--- config.mk ---
export PLATFORM = sky130hd
export DESIGN_NAME = lcd1602_bus_driver
export DESIGN_NICKNAME = d
export VERILOG_FILES = /design/src/rtl/lcd1602_pkg.sv /design/src/rtl/lcd1602_bus_driver.sv
export SDC_FILE = /design/constraint.sdc
export NUM_CORES = 1
export LEC_CHECK = 0
export BUFFER_PORTS_ARGS = -buffer_cell sky130_fd_sc_hd__buf_2
export CORE_MARGIN = 5
export CORE_UTILIZATION = 50
export DETAILED_ROUTE_END_ITERATION = 10
export GPL_ROUTABILITY_DRIVEN = 0
export HOLD_SLACK_MARGIN = 0.03
export PLACE_DENSITY = 0.7
export SKIP_CTS_REPAIR_TIMING = 1
export SYNTH_ARGS = -nofsm -noshare
export SYNTH_HDL_FRONTEND = slang
export SYNTH_SLANG_ARGS = --single-unit
--- constraint.sdc ---
create_clock -name iclk -period 3.9 [get_ports iclk]
set_input_delay 0.78 -clock iclk [delete_from_list [all_inputs] [get_ports iclk]]
set_output_delay 0.78 -clock iclk [all_outputs]
set_load 0.01 [all_outputs]
--- src/rtl/lcd1602_pkg.sv ---
// Shared types, default HD44780 timing (in clock cycles) and command codes
// for the LCD1602 parallel-bus driver.
package lcd1602_pkg;

  typedef enum logic [2:0] {
    ST_POWERUP,
    ST_IDLE,
    ST_SETUP,
    ST_PULSE,
    ST_HOLD,
    ST_EXEC
  } lcd_state_e;

  localparam int unsigned DEF_CLK_HZ      = 27_000_000;
  localparam int unsigned DEF_T_SETUP     = 2;
  localparam int unsigned DEF_T_EN_HIGH   = 16;
  localparam int unsigned DEF_T_HOLD      = 2;
  localparam int unsigned DEF_T_EXEC      = 1350;
  localparam int unsigned DEF_T_EXEC_LONG = 55_000;
  localparam int unsigned DEF_T_POWERUP   = 1_080_000;

  localparam logic [7:0] CMD_CLEAR           = 8'h01;
  localparam logic [7:0] CMD_HOME            = 8'h02;
  localparam logic [7:0] CMD_FUNC_8BIT_2LINE = 8'h38;
  localparam logic [7:0] CMD_DISP_ON         = 8'h0C;
  localparam logic [7:0] CMD_ENTRY_INC       = 8'h06;
  localparam logic [7:0] CMD_SHIFT_LEFT      = 8'h18;
  localparam logic [7:0] CMD_DDRAM_LINE1     = 8'h80;
  localparam logic [7:0] CMD_DDRAM_LINE2     = 8'hC0;

  function automatic int unsigned max6(input int unsigned a, b, c, d, e, f);
    int unsigned m;
    m = a;
    if (b > m) m = b;
    if (c > m) m = c;
    if (d > m) m = d;
    if (e > m) m = e;
    if (f > m) m = f;
    return m;
  endfunction

endpackage

--- src/rtl/lcd1602_bus_driver.sv ---
// HD44780 write-only bus driver: one byte per handshake, EN strobe timing and
// execute wait driven by a single shared down-counter.
module lcd1602_bus_driver
  import lcd1602_pkg::*;
#(
  parameter int unsigned CLK_HZ      = DEF_CLK_HZ,
  parameter int unsigned T_SETUP     = DEF_T_SETUP,
  parameter int unsigned T_EN_HIGH   = DEF_T_EN_HIGH,
  parameter int unsigned T_HOLD      = DEF_T_HOLD,
  parameter int unsigned T_EXEC      = DEF_T_EXEC,
  parameter int unsigned T_EXEC_LONG = DEF_T_EXEC_LONG,
  parameter int unsigned T_POWERUP   = DEF_T_POWERUP
) (
  input  logic       iclk,
  input  logic       irst,
  input  logic       in_valid,
  input  logic       in_rs,
  input  logic [7:0] in_data,
  output logic       in_ready,
  output logic       busy,
  output logic [7:0] LCD_DATA,
  output logic       LCD_RS,
  output logic       LCD_RW,
  output logic       LCD_EN
);

  localparam int unsigned T_MAX = max6(T_SETUP, T_EN_HIGH, T_HOLD, T_EXEC, T_EXEC_LONG, T_POWERUP);
  localparam int          CW    = $clog2(T_MAX + 1);

  if (CLK_HZ == 0 || T_SETUP == 0 || T_EN_HIGH == 0 || T_HOLD == 0 ||
      T_EXEC == 0 || T_EXEC_LONG == 0 || T_POWERUP == 0) begin : g_bad_param
    $error("lcd1602_bus_driver: every timing parameter must be >= 1");
  end

  lcd_state_e    state, state_n;
  logic [CW-1:0] cnt, cnt_n;
  logic          accept;
  logic          exec_long;

  // Clear and home (rs=0, data[7:2]==0) need the long execute time.
  assign exec_long = !LCD_RS && (LCD_DATA[7:2] == 6'd0);
  assign LCD_RW    = 1'b0;

  always_comb begin
    state_n = state;
    cnt_n   = cnt;
    accept  = 1'b0;
    case (state)
      ST_POWERUP: begin
        if (cnt == CW'(1)) state_n = ST_IDLE;
        else               cnt_n   = cnt - CW'(1);
      end
      ST_IDLE: begin
        if (in_valid && in_ready) begin
          accept  = 1'b1;
          state_n = ST_SETUP;
          cnt_n   = CW'(T_SETUP);
        end
      end
      ST_SETUP: begin
        if (cnt == CW'(1)) begin
          state_n = ST_PULSE;
          cnt_n   = CW'(T_EN_HIGH);
        end else cnt_n = cnt - CW'(1);
      end
      ST_PULSE: begin
        if (cnt == CW'(1)) begin
          state_n = ST_HOLD;
          cnt_n   = CW'(T_HOLD);
        end else cnt_n = cnt - CW'(1);
      end
      ST_HOLD: begin
        if (cnt == CW'(1)) begin
          state_n = ST_EXEC;
          cnt_n   = exec_long ? CW'(T_EXEC_LONG) : CW'(T_EXEC);
        end else cnt_n = cnt - CW'(1);
      end
      ST_EXEC: begin
        if (cnt == CW'(1)) state_n = ST_IDLE;
        else               cnt_n   = cnt - CW'(1);
      end
      default: begin
        state_n = ST_POWERUP;
        cnt_n   = CW'(T_POWERUP);
      end
    endcase
  end

  // Status and strobe are registered from the next state so they line up
  // with the state register rather than trailing it by a cycle.
  always_ff @(posedge iclk or posedge irst) begin
    if (irst) begin
      state    <= ST_POWERUP;
      cnt      <= CW'(T_POWERUP);
      in_ready <= 1'b0;
      busy     <= 1'b1;
      LCD_EN   <= 1'b0;
      LCD_RS   <= 1'b0;
      LCD_DATA <= 8'h00;
    end else begin
      state    <= state_n;
      cnt      <= cnt_n;
      in_ready <= (state_n == ST_IDLE);
      busy     <= (state_n != ST_IDLE);
      LCD_EN   <= (state_n == ST_PULSE);
      if (accept) begin
        LCD_RS   <= in_rs;
        LCD_DATA <= in_data;
      end
    end
  end

endmodule

# Word-level counts from Yosys, hierarchy flattened
# Cells that the tools add are included.
dict set report op_classes {
  addsub 1
  eq_ne 11
  n_mux 15
  reduce_logical 7
}
# cell count
set ops {}
lappend ops {{2-to-1 mux 21 bit} 5}
lappend ops {{case mux 21 bit (5 select lines)} 1}
lappend ops {{equality test 21 x 1 -> 1 bit, second input constant} 1}
lappend ops {{subtractor 21 x 1 -> 21 bit, second input constant} 1}
lappend ops {{2-to-1 mux 16 bit} 1}
lappend ops {{2-to-1 mux 3 bit} 5}
lappend ops {{case mux 3 bit (5 select lines)} 1}
lappend ops {{equality test 3 x 2 -> 1 bit, second input constant} 3}
lappend ops {{equality test 3 x 1 -> 1 bit, second input constant} 2}
lappend ops {{equality test 3 bit, second input constant} 2}
lappend ops {{zero test 6 bit} 1}
lappend ops {{!= test 2 bit, second input constant} 2}
lappend ops {{zero test 3 bit} 1}
lappend ops {{!= test 3 x 1 -> 1 bit, second input constant} 1}
lappend ops {{logical AND 1 bit} 2}
lappend ops {{2-to-1 mux 1 bit} 2}
lappend ops {{AND reduction 2 bit} 1}
lappend ops {{OR reduction 2 bit} 1}
lappend ops {{zero test 1 bit} 1}
dict set report totals {
  reg_bits 36
  out_inout_bits 13
}

# Logic depth before layout (Yosys ltp)
# Gate-level depths: netlist of the first run.
dict set report logic_depth {
  ltp_word 5
  depth_mapped 10
}

# Worst setup path before layout of the first run
# No wires, ideal clock.
dict set report synth_timing {
  path_type {register to register}
  startpoint {register cnt[0]}
  endpoint {register cnt[20]}
  setup_time_ns 0.082
  arrival_ns 2.457
  path_slack_ns 1.361
  stages_incl_launch_ff 9
  path_buffers 0
  cell_sequence {dfrtp_1 -> inv_1 -> ha_1 -> or3b_2 -> or4_4 -> or4_4 -> nor3_2 -> o21ai_1 -> a211o_1}
}
dict set report synth_via {
  elab_chain_cells 3
  word_cells_on_any_way 9
}
# element line
set synth_rtl {}
lappend synth_rtl {{start, declared} lcd1602_bus_driver.sv:36} ;# logic [CW-1:0] cnt, cnt_n;
lappend synth_rtl {{start signal, assigned} lcd1602_bus_driver.sv:94} ;# cnt <= CW'(T_POWERUP);
lappend synth_rtl {{start signal, assigned} lcd1602_bus_driver.sv:102} ;# cnt <= cnt_n;
lappend synth_rtl {{subtractor 21 x 1 -> 21 bit / equality test 21 x 1 -> 1 bit (equally long branches)} -}
lappend synth_rtl {{2-to-1 mux 21 bit (tied with other cells)} {lcd1602_bus_driver.sv:50, lcd1602_bus_driver.sv:79}}
lappend synth_rtl {{case mux 21 bit (5 select lines) / AND reduction 2 bit (equally long branches)} -}
# Several ways; a longest one is shown, not always the timed one. The select of a mux whose other input is x is not followed.
# A chain may end at the register's enable or synchronous reset.

# Final worst setup path of the first run
dict set report layout_timing {
  startpoint {register cnt[1]}
  endpoint {register cnt[20]}
}
# Same word-level chain as after synthesis.

==> results.json, run 1 <==
{
  "status": "completed",
  "dr_total_vias": 1874,
  "synth-seq-cells": 36,
  "synth_nets": 246,
  "cts_made_buffers": 5,
  "cap_violations": 0,
  "power_frac_seq_pct": 38.2,
  "final_cell_mix": "dfrtp_1 (27), buf_2 (23), nand2_1 (20), o21ai_0 (20), nor2_1 (19)",
  "area_delta_synth_final_pct": 13.6,
  "switching_power_mw": 0.847,
  "combPwrFrac_pct": 44.1,
  "r2r_slack_ns": 1.10,
  "cp-startpoint": "cnt[1]$_DFFE_PP0P_",
  "holdWs_ns": 0.512,
  "grt_overflow": 0,
  "cp_num_buf_inv": 1,
  "grt_start_max_net_pins": 37,
  "cellLeakagePower_nw": 1.10,
  "crit_family": "simple AND/OR/NAND/NOR gates",
  "grt_pass1_vias": 1736,
  "hold_depth": 2,
  "critPathMaxStageDelay_ns": 0.50,
  "worstPathCellList": "inv_1, ha_1, or3b_2, or4_4, or4_4, nor3_2, o21ai_1, a211o_1",
  "crit_top_cell": "or4_4",
  "critPathCaptureType": "flip-flop",
  "netlist_area_sq_um": 2120,
  "fin_tns_setup_ns": 0,
  "drive_gt1_share_pct": 24.1,
  "antenna_found_initial": 0,
  "dp.cells": 299,
  "drc": 0,
  "dp_hpwl_um": 3550,
  "initial_core_util_pct": 52.2,
  "min_from": "cnt[6]$_DFFE_PP1P_",
  "setup_viol": 0,
  "via_per_inst": 6.10,
  "synthArstFlopShare_pct": 100,
  "peakVddDrop_mv": 0.365,
  "cp_slowest_cell": "or3b_2",
  "min_path_type": "reg2reg",
  "finalClockSkew_ns": 0.00870,
  "die_y_um": 75.1,
  "criticalPathCategory": "reg2reg",
  "std_cell_rows": 23,
  "nets": 270,
  "antenna_cells": 0,
  "ff2ff_path_depth": 8,
  "insertion_delay_ns": 0.29,
  "max_freq_mhz": 357,
  "synth_edf_count": 0,
  "drt_iter0_markers": 269,
  "fin_util_pct": 59.3,
  "timing.rr.start": "cnt[1]$_DFFE_PP0P_",
  "cp.depth": 8,
  "clockBufferDepth": 2,
  "drv_slew": 0,
  "ys_warn_count": 0,
  "ys_seq_area_share_pct": 43.1,
  "final_common_cell": "dfrtp_1",
  "p_total_mw": 2.04,
  "synth_cells": 232,
  "die_x_um": 75.1,
  "synth_flop_cell": "dfrtp_1",
  "die_area_sq_um": 5640,
  "synth.distinct_cells": 48,
  "core-area_sq_um": 4060,
  "clk_pin_slew_ns": 0.07,
  "grt.total_usage_pct": 20.3,
  "finalCritPeriodShare_pct": 71.9,
  "switching_share_pct": 41.5,
  "io_pins": 25,
  "fin_crit_ns": 2.80,
  "cts_max_level": 2,
  "critPathMaxFanout": 4,
  "first_pass_iters": 4,
  "worst_slew_pin_slew_ns": 0.794,
  "root_buffer": "clkbuf_8",
  "worst_ep_required_time_ns": 4.12,
  "max-slew-margin-rel_pct": 46.9,
  "grt_pass1_wl_um": 8680,
  "wl_per_cell_um": 16.5,
  "cts_tree": "done",
  "final_cells": 307,
  "rsz0062_at_grt": "false",
  "finalHoldViolCount": 0,
  "cts_sinks": 36,
  "pwr_density_cell_nw_per_um2": 848,
  "cp-start-kind": "flip-flop",
  "ant_nets": 0,
  "power_frac_clock_pct": 17.7,
  "worstPathArrival_ns": 3.02,
  "wirelength_um": 5060,
  "synth.avg_cell_area_sq_um": 9.13,
  "portBuffers": 23,
  "internal_power_mw": 1.19
}
[worst reg2reg max path: stages, from the launching register on]
cell and delay (ns):
dfrtp_1 0.41, inv_1 0.12, ha_1 0.20, or3b_2 0.50, or4_4 0.47, or4_4 0.47, nor3_2 0.17, o21ai_1 0.09
a211o_1 0.31
[state kept, by name (all words and copies together), names as in the netlist]
name and count:
busy 1, LCD_DATA 8, state 3, in_ready 1, cnt 21, LCD_EN 1, LCD_RS 1
[path summary, 6_finish.rpt]
check,to
hold reg to reg,cnt[6]$_DFFE_PP1P_
setup reg to reg,cnt[20]$_DFFE_PP1P_
setup / recovery,cnt[20]$_DFFE_PP1P_
min in group asynchronous,cnt[2]$_DFFE_PP0P_
max in group asynchronous,cnt[7]$_DFFE_PP1P_
hold / removal,cnt[6]$_DFFE_PP1P_
[cell usage after synthesis (6+ instances only)]
library cell | number | area share, %
inv_1 | 6 | 1.1
mux2_2 | 9 | 4.8
nor2_1 | 19 | 3.4
clkbuf_1 | 6 | 1.1
nor3_1 | 10 | 2.4
nand2_1 | 20 | 3.5
a21oi_1 | 9 | 2.1
o21ai_0 | 20 | 4.7
dfstp_2 | 9 | 11
nand3_1 | 11 | 2.6
dfrtp_1 | 27 | 32
nor4_1 | 8 | 2.4
[routing by layer]
metal | global-route usage [%] | up-vias | part of all wire [%]
met5 | 0 | - | 0
met4 | 6.92 | 0 | 1.4
met3 | 4.01 | 9 | 7.8
met2 | 29.0 | 75 | 44
met1 | 30.4 | 885 | 47
li1 | - | 905 | -
[layout make-up]
cell class / instances / area, sq um
Multi-Input combinational cell: 179 / 1130
Inverter: 6 / 22.5
Timing Repair Buffer: 28 / 153
Tap cell: 50 / 62.6
Fill cell: 370 / 1650
Sequential cell: 36 / 912
Clock buffer: 7 / 96.3
Clock inverter: 1 / 30.0
[stage by stage]
stage	area (sq um)	setup slack (ns)
global placement	2280	1.14
finish	2410	1.10
floorplan	2120	1.36
CTS	2410	1.11
detailed placement	2280	1.13
global route	2410	0.944
[power groups by stage]
| stage | clock [mW] | combinational (mW) | sequential (mW) |
|---|---|---|---|
| after floorplan | 0 | 0.656 | 0.737 |
| after global placement | 0 | 0.874 | 0.776 |
| after detailed placement | 0 | 0.889 | 0.781 |
| after CTS | 0.370 | 0.895 | 0.776 |
| after global routing | 0.387 | 1.01 | 0.815 |
| final | 0.361 | 0.900 | 0.780 |
[logic make-up after synthesis]
group                    Yosys count  synth area share, %
AO/OA/AOI/OAI                     60                 18.6
XOR/XNOR                           4                 1.65
adder cells (fa/ha/maj)            2                 1.18
buffers and inverters             17                 3.54
flip-flops                        36                 43.1
multiplexers                      10                 5.26
other                              1                0.177
AND/OR/NAND/NOR                  102                 26.5
Note: power is estimated with default switching activity, not from simulation.
==> inputs of run 2 (changes only) <==
- ABC_AREA: default -> 1
- clock period: 3.9 -> 2.75 ns (I/O delays scaled with it)
==> run 2 against run 1 <==
Compared with the run above:
- sequential share of layout area is 1.3 points lower
- non-clock buffer count is 4 lower
- clock power is 30% higher
- area after synthesis is 5.3% higher
- via count is 7.1% higher
- sequential power is 32% lower
- critical path type unchanged
- highest routed layer unchanged
==> results.json, run 2 <==
{
  "regArea_sq_um": 912,
  "wl_per_cell_um": 13.4,
  "timing.rr.start": "cnt[16]$_DFFE_PP0P_",
  "synthArstFlopShare_pct": 100,
  "r2r_slack_ns": 0.63,
  "cap_violations": 0,
  "min_path_type": "in2async",
  "finish.instance_area_sq_um": 2490,
  "synth_edf_count": 0,
  "io_pins": 25,
  "synth_area_leaders": "dfrtp_1 (30%), nand2_1 (14%), dfstp_2 (11%), nor2_1 (7.2%), nand3_1 (6.5%)",
  "initial_core_util_pct": 51.2,
  "final_common_cell": "nand2_1",
  "wirelength_um": 5080,
  "root_buffer": "clkbuf_8",
  "ant_nets": 0,
  "rsz0062_at_grt": "false",
  "synth_largest_area_cell": "dfrtp_1",
  "cp_num_buf_inv": 0,
  "die_x_um": 76.8,
  "cp-startpoint": "cnt[16]$_DFFE_PP0P_",
  "pre_cts_ws_ns": 0.640,
  "core-area_sq_um": 4350,
  "finalHoldViolCount": 0,
  "cp_slowest_cell": "o21ai_4",
  "synth_flop_cell": "dfrtp_1",
  "worst_ep_required_time_ns": 2.92,
  "finalClockSkew_ns": 0.0129,
  "die_y_um": 76.8,
  "yosysMostFrequentCell": "nand2_1",
  "ff2ff_path_depth": 8,
  "ys_warn_count": 0,
  "cp-start-kind": "flip-flop",
  "synth_cells": 301,
  "final_cell_mix": "nand2_1 (83), nor2_1 (43), inv_1 (31), nand3_1 (29), dfrtp_1 (27)",
  "reg_top3": "cnt x21, LCD_DATA x8, state x3",
  "worstPathCellList": "nor2_1, nand2_1, nor2_2, nand3_4, o21ai_4, nor2_1, nand2_1, o21ai_0",
  "area_delta_synth_final_pct": 11.8,
  "final_cells": 380,
  "die_area_sq_um": 5890,
  "portBuffers": 23,
  "clockBufferDepth": 2,
  "nets": 341,
  "drt_iter0_markers": 184,
  "grt_pass1_vias": 1970,
  "std_cell_rows": 24,
  "criticalPathCategory": "reg2reg",
  "netlist_area_sq_um": 2230,
  "insertion_delay_ns": 0.30,
  "status": "completed",
  "dp.cells": 372,
  "critPathMaxStageDelay_ns": 0.43,
  "drc": 0,
  "antenna_cells": 0,
  "drive_gt1_share_pct": 19.5,
  "grt.total_usage_pct": 18.8,
  "ys_seq_area_share_pct": 40.9,
  "cts_made_buffers": 5,
  "crit_family": "simple AND/OR/NAND/NOR gates",
  "worstPathArrival_ns": 2.29,
  "grt_start_max_net_pins": 37,
  "r2r-end": "cnt[16]$_DFFE_PP0P_",
  "dp_hpwl_um": 3850,
  "dr_total_vias": 2007,
  "first_pass_iters": 4,
  "largest_reg_flops": 21,
  "max_freq_mhz": 472,
  "top_register": "cnt",
  "synth.avg_cell_area_sq_um": 7.41,
  "grt_pass1_wl_um": 9000,
  "synth-seq-cells": 36,
  "finalCritPeriodShare_pct": 77.0,
  "synth.distinct_cells": 29,
  "synth_nets": 315,
  "drv_slew": 0,
  "pwr_density_cell_nw_per_um2": 409,
  "clk_pin_slew_ns": 0.08,
  "cts_max_level": 2,
  "peakVddDrop_mv": 0.303,
  "cts_sinks": 36,
  "via_per_inst": 5.28,
  "antenna_found_initial": 0,
  "grt_overflow": 0,
  "dpl_cell_area_sq_um": 2380,
  "holdWs_ns": 0.336,
  "synth_commonest_cells": "nand2_1 (83), nor2_1 (43), inv_1 (31)",
  "fin_crit_ns": 2.12,
  "critPathCaptureType": "flip-flop",
  "cellLeakagePower_nw": 1.16,
  "cts_tree": "done",
  "setup_viol": 0,
  "fin_tns_setup_ns": 0,
  "fin_ws_ns": 0.632,
  "fill_cells": 402,
  "synth_top_cell_area_share_pct": 30.3,
  "multi_input_area_sq_um": 1160,
  "critPathMaxFanout": 17,
  "cp.depth": 8
}
==> run 2: layer usage <==
| metal | routed length, um | vias up | GRT usage [%] |
|---|---|---|---|
| met5 | 0 | - | 0 |
| met1 | 2370 | 927 | 25.6 |
| li1 | - | 1004 | - |
| met2 | 2290 | 64 | 28.7 |
| met3 | 284 | 12 | 3.63 |
| met4 | 139 | 0 | 8.57 |
==> run 2: final cells by class <==
cell class	count	share of cell area, %
timing repair buffer	24	4.92
clock buffer	5	2.76
inverter	32	4.82
clock inverter	3	1.71
multi-input combinational	228	46.6
sequential	36	36.6
tap	52	2.61
==> run 2: cells by family after synthesis <==
group | count (synthesis) | synth area share [%]
DFF | 36 | 40.9
other | 1 | 0.168
xor gates and xnor gates | 13 | 5.11
adders and majority gates | 2 | 1.12
AOI/OAI and AO/OA | 31 | 7.74
and+or+nand+nor | 173 | 33.9
buffers and inverters | 37 | 7.01
muxes | 8 | 4.04
==> run 2: how the worst max path moves through the flow <==
stage | endpoint | slack [ns]
5_1_grt | cnt[14]$_DFFE_PP1P_ | 0.42
4_1_cts | cnt[16]$_DFFE_PP0P_ | 0.61
3_5_place_dp | cnt[16]$_DFFE_PP0P_ | 0.64
6_report | cnt[16]$_DFFE_PP0P_ | 0.63
3_3_place_gp | cnt[16]$_DFFE_PP0P_ | 0.70
2_1_floorplan | cnt[15]$_DFFE_PP0P_ | 1.16
==> run 2: through the flow <==
stage	utilization [%]	power, mW
floorplan	-	0.549
global placement	54.7	0.559
detailed placement	54.7	0.559
CTS	57.2	1.03
global route	57.2	1.06
finish	57.2	1.02
==> run 2: worst min-delay path: stages <==
cell and delay (ns):
buf_2 0.09, inv_1 0.04, buf_4 0.39
==> run 2: power breakdown <==
part / internal [mW] / total, mW / switching [mW] / leakage [nW]
Sequential: 0.530 / 0.530 / 0 / 0.394
Clock: 0.268 / 0.469 / 0.201 / 0.0541
Combinational: 0.00652 / 0.0190 / 0.0125 / 0.709
Total: 0.804 / 1.02 / 0.214 / 1.16
